==> config.mk <==
export PLATFORM = sky130hd
export DESIGN_NAME = nmea_rmc_gen_flat
export DESIGN_NICKNAME = d
export VERILOG_FILES = /design/src/rtl/nmea_pkg.sv /design/src/rtl/nmea_rmc_gen_if.sv /design/src/rtl/nmea_bin2dec.sv /design/src/rtl/nmea_rmc_gen.sv /design/src/flat_wrapper.sv
export SDC_FILE = /design/constraint.sdc
export NUM_CORES = 1
export LEC_CHECK = 0
export CELL_PAD_IN_SITES_DETAIL_PLACEMENT = 1
export CELL_PAD_IN_SITES_GLOBAL_PLACEMENT = 1
export CORE_ASPECT_RATIO = 0.9
export CORE_MARGIN = 2
export CORE_UTILIZATION = 35
export DETAILED_ROUTE_END_ITERATION = 8
export GPL_TIMING_DRIVEN = 1
export PLACE_DENSITY_LB_ADDON = 0.3
export SYNTH_ARGS = -nofsm -noshare
export SYNTH_HDL_FRONTEND = slang
export SYNTH_SLANG_ARGS = --single-unit
==> constraint.sdc <==
create_clock -name clk -period 10.58 [get_ports clk]
set_clock_uncertainty 0.05 [all_clocks]
set_input_delay 2.645 -clock clk [delete_from_list [all_inputs] [get_ports clk]]
set_output_delay 2.645 -clock clk [all_outputs]
set_load 0.05 [all_outputs]
==> src/rtl/nmea_pkg.sv <==
// Shared constants and helpers for the NMEA RMC sentence generator.
package nmea_pkg;

    localparam logic [7:0] AsciiDollar = 8'h24;
    localparam logic [7:0] AsciiComma  = 8'h2C;
    localparam logic [7:0] AsciiStar   = 8'h2A;
    localparam logic [7:0] AsciiDot    = 8'h2E;
    localparam logic [7:0] AsciiCr     = 8'h0D;
    localparam logic [7:0] AsciiLf     = 8'h0A;
    localparam logic [7:0] AsciiZero   = 8'h30;
    localparam logic [7:0] AsciiA      = 8'h41;
    localparam logic [7:0] AsciiV      = 8'h56;
    localparam logic [23:0] AsciiRmc   = 24'h524D43;

    localparam logic [2:0] StIdle = 3'd0;
    localparam logic [2:0] StSend = 3'd1;
    localparam logic [2:0] StCsum = 3'd2;
    localparam logic [2:0] StEol  = 3'd3;
    localparam logic [2:0] StDone = 3'd4;

    // Index of the status byte, the last byte of the SEND phase.
    localparam logic [4:0] SendLast = 5'd17;

    function automatic logic [7:0] nibble_to_hex_ascii(input logic [3:0] n);
        if (n < 4'd10) return 8'h30 + {4'h0, n};
        else           return 8'h37 + {4'h0, n};
    endfunction

endpackage

==> src/rtl/nmea_rmc_gen_if.sv <==
// Byte stream handshake between the sentence generator and a UART transmitter.
interface nmea_rmc_gen_if;
    logic [7:0] chr;
    logic       valid;
    logic       ready;

    modport master (output chr, output valid, input ready);
    modport slave  (input chr, input valid, output ready);
endinterface

==> src/rtl/nmea_bin2dec.sv <==
// 6-bit binary (0..63) to two ASCII decimal digits, purely combinational.
module nmea_bin2dec
    import nmea_pkg::*;
(
    input  logic [5:0] v,
    output logic [7:0] d1,
    output logic [7:0] d0
);
    logic [5:0] tens;
    logic [5:0] ones;

    assign tens = v / 6'd10;
    assign ones = v % 6'd10;
    assign d1   = AsciiZero + {2'b00, tens};
    assign d0   = AsciiZero + {2'b00, ones};
endmodule

==> src/rtl/nmea_rmc_gen.sv <==
// Formats a latched time/status sample into "$<TALKER>RMC,HHMMSS.00,S[*CC]\r\n", one byte per
// transfer. Define NMEA_CHECKSUM_EN to emit the "*CC" checksum field.
module nmea_rmc_gen
    import nmea_pkg::*;
#(
    parameter logic [15:0] TALKER_ID = 16'h4750
) (
    input  logic       clk,
    input  logic       rst,
    input  logic       start,
    input  logic [4:0] hr,
    input  logic [5:0] min,
    input  logic [5:0] sec,
    input  logic       fix_ok,
    output logic       busy,
    output logic       done,
    nmea_rmc_gen_if.master tx
);
    logic [2:0] state_q;
    logic [4:0] idx_q;
    logic [4:0] hr_q;
    logic [5:0] min_q;
    logic [5:0] sec_q;
    logic [7:0] status_q;
`ifdef NMEA_CHECKSUM_EN
    logic [7:0] csum_q;
`endif

    logic [7:0] h1, h0, m1, m0, s1, s0;
    logic       xfer;
    logic       in_range;

    nmea_bin2dec u_hr  (.v({1'b0, hr_q}), .d1(h1), .d0(h0));
    nmea_bin2dec u_min (.v(min_q),        .d1(m1), .d0(m0));
    nmea_bin2dec u_sec (.v(sec_q),        .d1(s1), .d0(s0));

    assign in_range = (hr <= 5'd23) && (min <= 6'd59) && (sec <= 6'd59);
    assign xfer     = tx.valid && tx.ready;

    always_ff @(posedge clk) begin
        if (rst) begin
            state_q  <= StIdle;
            idx_q    <= '0;
            hr_q     <= '0;
            min_q    <= '0;
            sec_q    <= '0;
            status_q <= '0;
        end else begin
            case (state_q)
                StIdle: begin
                    if (start) begin
                        hr_q     <= hr;
                        min_q    <= min;
                        sec_q    <= sec;
                        status_q <= (fix_ok && in_range) ? AsciiA : AsciiV;
                        idx_q    <= '0;
                        state_q  <= StSend;
                    end
                end
                StSend: begin
                    if (xfer) begin
                        if (idx_q == SendLast) begin
                            idx_q <= '0;
`ifdef NMEA_CHECKSUM_EN
                            state_q <= StCsum;
`else
                            state_q <= StEol;
`endif
                        end else begin
                            idx_q <= idx_q + 5'd1;
                        end
                    end
                end
`ifdef NMEA_CHECKSUM_EN
                StCsum: begin
                    if (xfer) begin
                        if (idx_q == 5'd2) begin
                            idx_q   <= '0;
                            state_q <= StEol;
                        end else begin
                            idx_q <= idx_q + 5'd1;
                        end
                    end
                end
`endif
                StEol: begin
                    if (xfer) begin
                        if (idx_q == 5'd1) begin
                            idx_q   <= '0;
                            state_q <= StDone;
                        end else begin
                            idx_q <= idx_q + 5'd1;
                        end
                    end
                end
                StDone:  state_q <= StIdle;
                default: state_q <= StIdle;
            endcase
        end
    end

`ifdef NMEA_CHECKSUM_EN
    // '$' (index 0) is excluded from the checksum.
    always_ff @(posedge clk) begin
        if (rst) begin
            csum_q <= '0;
        end else if (state_q == StIdle && start) begin
            csum_q <= '0;
        end else if (state_q == StSend && xfer && idx_q != 5'd0) begin
            csum_q <= csum_q ^ tx.chr;
        end
    end
`endif

    always_comb begin
        tx.chr   = 8'h00;
        tx.valid = 1'b0;
        busy     = 1'b0;
        done     = 1'b0;
        case (state_q)
            StSend: begin
                tx.valid = 1'b1;
                busy     = 1'b1;
                case (idx_q)
                    5'd0:    tx.chr = AsciiDollar;
                    5'd1:    tx.chr = TALKER_ID[15:8];
                    5'd2:    tx.chr = TALKER_ID[7:0];
                    5'd3:    tx.chr = AsciiRmc[23:16];
                    5'd4:    tx.chr = AsciiRmc[15:8];
                    5'd5:    tx.chr = AsciiRmc[7:0];
                    5'd6:    tx.chr = AsciiComma;
                    5'd7:    tx.chr = h1;
                    5'd8:    tx.chr = h0;
                    5'd9:    tx.chr = m1;
                    5'd10:   tx.chr = m0;
                    5'd11:   tx.chr = s1;
                    5'd12:   tx.chr = s0;
                    5'd13:   tx.chr = AsciiDot;
                    5'd14:   tx.chr = AsciiZero;
                    5'd15:   tx.chr = AsciiZero;
                    5'd16:   tx.chr = AsciiComma;
                    default: tx.chr = status_q;
                endcase
            end
`ifdef NMEA_CHECKSUM_EN
            StCsum: begin
                tx.valid = 1'b1;
                busy     = 1'b1;
                case (idx_q)
                    5'd0:    tx.chr = AsciiStar;
                    5'd1:    tx.chr = nibble_to_hex_ascii(csum_q[7:4]);
                    default: tx.chr = nibble_to_hex_ascii(csum_q[3:0]);
                endcase
            end
`endif
            StEol: begin
                tx.valid = 1'b1;
                busy     = 1'b1;
                tx.chr   = (idx_q == 5'd0) ? AsciiCr : AsciiLf;
            end
            StDone:  done = 1'b1;
            default: ;
        endcase
    end
endmodule

==> src/flat_wrapper.sv <==
// flat-port wrapper written by rule: the top's interface ports become plain ports
module nmea_rmc_gen_flat import nmea_pkg::*;
#(
    parameter logic [15:0] TALKER_ID = 16'h4750
)
  (clk, rst, start, hr, min, sec, fix_ok, busy, done, tx_chr, tx_valid, tx_ready);
  nmea_rmc_gen_if tx_i ();
  input  logic clk;
  input  logic rst;
  input  logic start;
  input  logic [4:0] hr;
  input  logic [5:0] min;
  input  logic [5:0] sec;
  input  logic fix_ok;
  output logic busy;
  output logic done;
  output wire logic [$bits(tx_i.chr)-1:0] tx_chr;
  output wire logic [$bits(tx_i.valid)-1:0] tx_valid;
  input wire logic [$bits(tx_i.ready)-1:0] tx_ready;
  assign tx_chr = tx_i.chr;
  assign tx_valid = tx_i.valid;
  assign tx_i.ready = tx_ready;
  nmea_rmc_gen #(.TALKER_ID(TALKER_ID)) u_core (.clk(clk), .rst(rst), .start(start), .hr(hr), .min(min), .sec(sec), .fix_ok(fix_ok), .busy(busy), .done(done), .tx(tx_i));
endmodule
==> results_dict.tcl, run 1 <==
set metrics [dict create \
    synth_simple_gate_area_share_pct 31.1 \
    slowest_stage "clkdlybuf4s50_1" \
    status "completed" \
    r2r_setup_slack_ps 8670 \
    synth_seq_cells 28 \
    yosysWarnings 0 \
    synth_adder_area_share_pct 7.06 \
    place_congestion 0.863 \
    rsz0062_at_grt "no" \
    io_pins 33 \
    post-route-period-util_pct 65.1 \
    rr_endpoint "u_core.idx_q[3]$_SDFFE_PP0P_" \
    cts_hold_buf 0 \
    hold_depth 2 \
    gr-total-overflow 0 \
    end_kind "primary output" \
    syn_area_per_cell_um2 6.99 \
    final_cell_mix "nand2_1, a21oi_1, nor2_1, clkdlybuf4s50_1, dfxtp_1" \
    netlist_top_cells_area "dfxtp_1, nand2_1, a21oi_1, ha_1, nor2_1" \
    num_antenna_cells 0 \
    critPathMaxStageDelay_ps 840 \
    critPathBufInv 3 \
    die_y_um 83.9 \
    pre_cts_ws_ps 4040 \
    fin_cells 463 \
    cts-htree-levels 1 \
    leakage_nw 1.03 \
    clockBufferDepth 2 \
    clock.fmax_mhz 145 \
    setup_slack_ps 3690 \
    seq_power_share_pct 41.9 \
    clkLatencyLatePin_ps 280 \
    final.setup.tns_ps 0 \
    syn-num-nets 391 \
    grt_pass1_vias 2430 \
    power_density_mw_per_mm2 98.9 \
    ys.flop_type "dfxtp_1" \
    crit_path_start_kind "flop" \
    syn_area_mm2 0.00248 \
    synth_xor_xnor_area_share_pct 3.88 \
    slew_violations 0 \
    avgViaCountPerCell 5.46 \
    rows 29 \
    p_comb_share_pct 27.3 \
    final_common_cell "nand2_1" \
    synth_top_area_cell "dfxtp_1" \
    fin_util_pct 41.5 \
    clkSinkCount 28 \
    cts_buffers 3 \
    track_usage_pct 19.3 \
    crit_chain "and2b_1, a21oi_1, nor2_1, a221oi_1, ha_1, inv_1, o21ai_0, o22a_1, o221ai_1, nand3_1, o21ai_0, a31oi_1, ha_1, inv_1, a21oi_1, nor3_1, clkdlybuf4s50_1" \
    worst_ep_arrival_time_ps 4190 \
    dieArea_mm2 0.00778 \
    firstDrtPassIters 4 \
    worst_hold_path_type "flop to flop" \
    final.min_clock_period_ps 6890 \
    synth_top_cell_area_share_pct 22.6 \
    crit_fanout 9 \
    swShare_pct 32.0 \
    synth_top_family_by_area "simple AND/OR/NAND/NOR gates" \
    worstPathRequired_ps 7890 \
    cts_resized 0 \
    synth_mux_area_share_pct 1.61 \
    post-cts-setup-buffer-count 0 \
    drive_gt1_share_pct 5.14 \
    finalPower_w 0.000286 \
    place_inst 459 \
    min_from "u_core.sec_q[0]$_SDFFE_PP0P_" \
    p_clk_share_pct 30.9 \
    synth_compound_area_share_pct 27.2 \
    clk_pin_slew_ps 100 \
    synth_edf_count 0 \
    r2r_start "u_core.idx_q[3]$_SDFFE_PP0P_" \
    fp.dieW_um 92.7 \
    cts_tree "built" \
    core_mm2 0.00697 \
    p_int_w 0.000194 \
    synth.distinct_cells 64 \
    reg2reg_depth 7 \
    grt_max_degree 28 \
    ctsRootBufferMaster "clkbuf_8" \
    dr.first_iter.drc_count 128 \
    drc 0 \
    syn2layout_area_growth_pct 16.6 \
    worstMarginPinSlew_ps 1090 \
    dp_hpwl_um 5580 \
    ys_async_sr_fraction_pct 0 \
    p_sw_w 0.0000915 \
    portBuffers 31 \
    ys_seq_area_share_pct 22.6 \
    relSlewSlack_pct 27.4 \
    cap_violations 0 \
    netlist_instances 355 \
    path_class "flop to primary output" \
    antenna_left 0 \
    routed_wirelength_um 7370 \
    nNetsFinal 407 \
    setup_viol 0 \
    grt_pass1_wl_um 12400 \
    start_util_pct 35.6 \
    vias 2527 \
    ir_worst_vdd_v 0.0000590 \
    path_delay_family "compound AO/OA/AOI/OAI gates" \
    hold_path_end "u_core.sec_q[0]$_SDFFE_PP0P_" \
    antenna_found_initial 0 \
    wl_per_cell_um 15.9 \
    hold_violations 0 \
]
layout make-up:
type | count | area (um2)
fillers | 902 | 4080
inverters | 17 | 63.8
clock buffers | 3 | 41.3
multi-input cells | 289 | 1760
clock inverters | 1 | 30.0
flip-flops and latches | 28 | 561
well taps | 93 | 116
repair buffers | 32 | 318
per-layer routing:
| metal | track usage, % | up-vias | routed length (um) |
|---|---|---|---|
| met5 | 0 | - | 0 |
| met4 | 4.01 | 0 | 66 |
| met3 | 1.54 | 6 | 175 |
| met2 | 29.7 | 31 | 3310 |
| met1 | 29.5 | 1210 | 3820 |
| li1 | - | 1280 | - |
tightest hold or removal path, delay by kind of cell (launching register included):
family | cells | cell delay [ps]
flops | 1 | 340
compound gates | 1 | 50
simple gates | 1 | 50
how the worst max path moves through the flow:
| stage | start | endpoint | slack, ps | cells after the start |
|---|---|---|---|---|
| after floorplan | u_core.sec_q[2]$_SDFFE_PP0P_ | tx_chr[5] | 4310 | 16 |
| after global placement | u_core.sec_q[2]$_SDFFE_PP0P_ | tx_chr[5] | 4200 | 16 |
| after detailed placement | u_core.min_q[4]$_SDFFE_PP0P_ | tx_chr[5] | 4040 | 17 |
| after CTS | u_core.min_q[4]$_SDFFE_PP0P_ | tx_chr[5] | 3680 | 17 |
| after global routing | u_core.min_q[4]$_SDFFE_PP0P_ | tx_chr[5] | 3410 | 17 |
| final | u_core.min_q[4]$_SDFFE_PP0P_ | tx_chr[5] | 3690 | 17 |
state kept, by name, indices dropped and copies added (netlist names):
| name | count |
|---|---|
| u_core.state_q | 3 |
| u_core.idx_q | 5 |
| u_core.hr_q | 5 |
| u_core.min_q | 6 |
| u_core.status_q | 3 |
| u_core.sec_q | 6 |
power groups by stage:
stage | combinational [W] | clock [W] | sequential [W]
finish | 0.0000781 | 0.0000882 | 0.000120
global route | 0.0000871 | 0.0000949 | 0.000121
CTS | 0.0000785 | 0.0000913 | 0.000120
detailed placement | 0.0000779 | 0 | 0.000122
global placement | 0.0000764 | 0 | 0.000122
floorplan | 0.0000582 | 0 | 0.000116
logic make-up (layout without fill, tap and decap cells):
family	count (synthesis)	in the layout
DFF	28	28
AOI/OAI and AO/OA	100	100
muxes	4	4
buffers and inverters	38	53
and+or+nand+nor	159	159
adders and majority gates	14	14
xor gates and xnor gates	11	11
other	1	1
cell usage after synthesis, drive strengths merged (5+ instances only):
cell type	instances
nand2	60
a21oi	41
nor2	35
dfxtp	28
inv	17
clkbuf	15
o21ai	15
ha	14
nor2b	10
nor3	9
nand2b	7
nand3	7
nand4	7
buf	6
xnor2	6
o211ai	5
xor2	5
per-stage QoR:
step | hold WS, ps | instance area, um2
global placement | 403 | 2820
detailed placement | 409 | 2820
CTS | 434 | 2890
floorplan | 382 | 2480
global route | 457 | 2890
finish | 429 | 2890
Note: power is estimated with default switching activity, not from simulation.
==> run 2: changes to the inputs <==
Clock period 10.58 ns to 6.72 ns, I/O delays scaled along.
==> run 2 against run 1 <==
Register-to-register slack lost 3900 ps. Non-clock buffer count is the same. Critical endpoint unchanged. Worst hold slack gained 2.4 ps. Die area is the same. Critical path type unchanged. First-iteration DRC count shrank 47%.
==> results_dict.tcl, run 2 (synthesis results as in run 1) <==
set metrics [dict create \
    setup_slack_ps 856 \
    rows 29 \
    final_cell_mix "nand2_1, a21oi_1, nor2_1, clkdlybuf4s50_1, dfxtp_1" \
    worst_ep_arrival_time_ps 4130 \
    cts_buffers 3 \
    final.setup.tns_ps 0 \
    rsz0062_at_grt "no" \
    cts_resized 0 \
    pre_cts_ws_ps 1170 \
    hold_violations 0 \
    routed_wirelength_um 7260 \
    cap_violations 0 \
    use_met1_pct 28.5 \
    track_usage_pct 19.4 \
    place_inst 459 \
    worst_hold_path_type "flop to flop" \
    core_mm2 0.00697 \
    drive_gt1_share_pct 5.14 \
    critPathMaxStageDelay_ps 840 \
    post-route-period-util_pct 87.3 \
    leakage_nw 1.03 \
    vias 2577 \
    wl_per_cell_um 15.7 \
    firstDrtPassIters 4 \
    crit_path_start_kind "flop" \
    dr.first_iter.drc_count 68 \
    seq_power_share_pct 41.6 \
    swShare_pct 32.5 \
    fp.dieW_um 92.7 \
    p_sw_w 0.000147 \
    cts_tree "built" \
    crit_fanout 9 \
    p_clk_share_pct 31.5 \
    dp_hpwl_um 5550 \
    antenna_found_initial 0 \
    n_fill_cell 892 \
    dieArea_mm2 0.00778 \
    p_int_w 0.000306 \
    ir_worst_vdd_v 0.0000764 \
    clkSinkCount 28 \
    busiest_layer "met2" \
    io_pins 33 \
    cts_hold_buf 0 \
    avgViaCountPerCell 5.57 \
    post-cts-setup-buffer-count 0 \
    drc 0 \
    met3_usage_pct 2.71 \
    crit_chain "and2b_1, a21oi_1, nor2_1, a221oi_1, ha_1, inv_1, o21ai_0, o22a_1, o221ai_1, nand3_1, o21ai_0, a31oi_1, ha_1, inv_1, a21oi_1, nor3_1, clkdlybuf4s50_1" \
    slowest_stage "clkdlybuf4s50_1" \
    clockBufferDepth 2 \
    start_util_pct 35.6 \
    status "completed" \
    grt_pass1_wl_um 12300 \
    final.min_clock_period_ps 5860 \
    clock.fmax_mhz 171 \
    portBuffers 31 \
    num_antenna_cells 0 \
    grt_use_met2_pct 29.7 \
    worstMarginPinSlew_ps 1050 \
    top_regs "u_core.min_q (6), u_core.sec_q (6)" \
    fin_cells 463 \
    end_kind "primary output" \
    power_density_mw_per_mm2 157 \
    setup_viol 0 \
    slew_violations 0 \
    p_comb_share_pct 27.0 \
    ctsRootBufferMaster "clkbuf_8" \
    die_y_um 83.9 \
    worstPathRequired_ps 4990 \
    antenna_left 0 \
    nNetsFinal 407 \
    clk_pin_slew_ps 110 \
    relSlewSlack_pct 29.7 \
    cts-htree-levels 1 \
    syn2layout_area_growth_pct 16.6 \
    final_common_cell "nand2_1" \
    gr-total-overflow 0 \
    grt_pass1_vias 2501 \
    clkLatencyLatePin_ps 290 \
    place_congestion 0.862 \
    grt_max_degree 28 \
    path_class "flop to primary output" \
]
-- run 2: cell counts in the layout (fill, tap and decap cells not counted) --
No cell type changed its count.
-- run 2: layout make-up --
| class | count | area (um2) | area share (%) |
|---|---|---|---|
| Clock inverter | 1 | 30.0 | 1.04 |
| Inverter | 17 | 63.8 | 2.21 |
| Multi-Input combinational cell | 289 | 1760 | 60.9 |
| Clock buffer | 3 | 41.3 | 1.43 |
| Timing Repair Buffer | 32 | 318 | 11.0 |
| Sequential cell | 28 | 561 | 19.4 |
| Tap cell | 93 | 116 | 4.02 |
-- run 2: power groups by stage --
stage               Combinational (W)  Sequential (W)  Clock (W)
finish                       0.000122        0.000188   0.000143
CTS                          0.000123        0.000188   0.000146
floorplan                   0.0000916        0.000183          0
detailed placement           0.000122        0.000192          0
global route                 0.000137        0.000190   0.000152
global placement             0.000120        0.000192          0
-- run 2: worst max-delay path, delay by kind of cell, from the launching register on --
kind            cells  cell delay, ps
buf+inv             3             940
flops               1             480
simple gates        4             610
compound gates      8            1280
fa+ha+maj           2             530
-- run 2: layer usage --
metal / share of wire (%) / routed length (um)
met1: 51 / 3680
met2: 45 / 3270
met3: 3.0 / 221
met4: 1.2 / 87
met5: 0 / 0
-- run 2: metrics by stage --
| step | cell area, um2 | hold WS, ps | power (W) | utilization [%] |
|---|---|---|---|---|
| 2_1_floorplan | 2480 | 382 | 0.000275 | - |
| 3_3_place_gp | 2820 | 404 | 0.000312 | 40.5 |
| 4_1_cts | 2890 | 434 | 0.000457 | 41.5 |
| 3_5_place_dp | 2820 | 417 | 0.000314 | 40.5 |
| 5_1_grt | 2890 | 458 | 0.000479 | 41.5 |
| 6_report | 2890 | 432 | 0.000453 | 41.5 |
-- run 2: final timing paths --
| check | start | endpoint | slack, ps | cells past startpoint |
|---|---|---|---|---|
| worst max-delay path | u_core.min_q[4]$_SDFFE_PP0P_ | tx_chr[5] | 860 | 17 |
| worst min-delay path | u_core.sec_q[0]$_SDFFE_PP0P_ | u_core.sec_q[0]$_SDFFE_PP0P_ | 430 | 2 |
| worst max register to register | u_core.idx_q[3]$_SDFFE_PP0P_ | u_core.idx_q[2]$_SDFFE_PP0P_ | 4810 | 7 |
| worst min register to register | u_core.sec_q[0]$_SDFFE_PP0P_ | u_core.sec_q[0]$_SDFFE_PP0P_ | 430 | 2 |
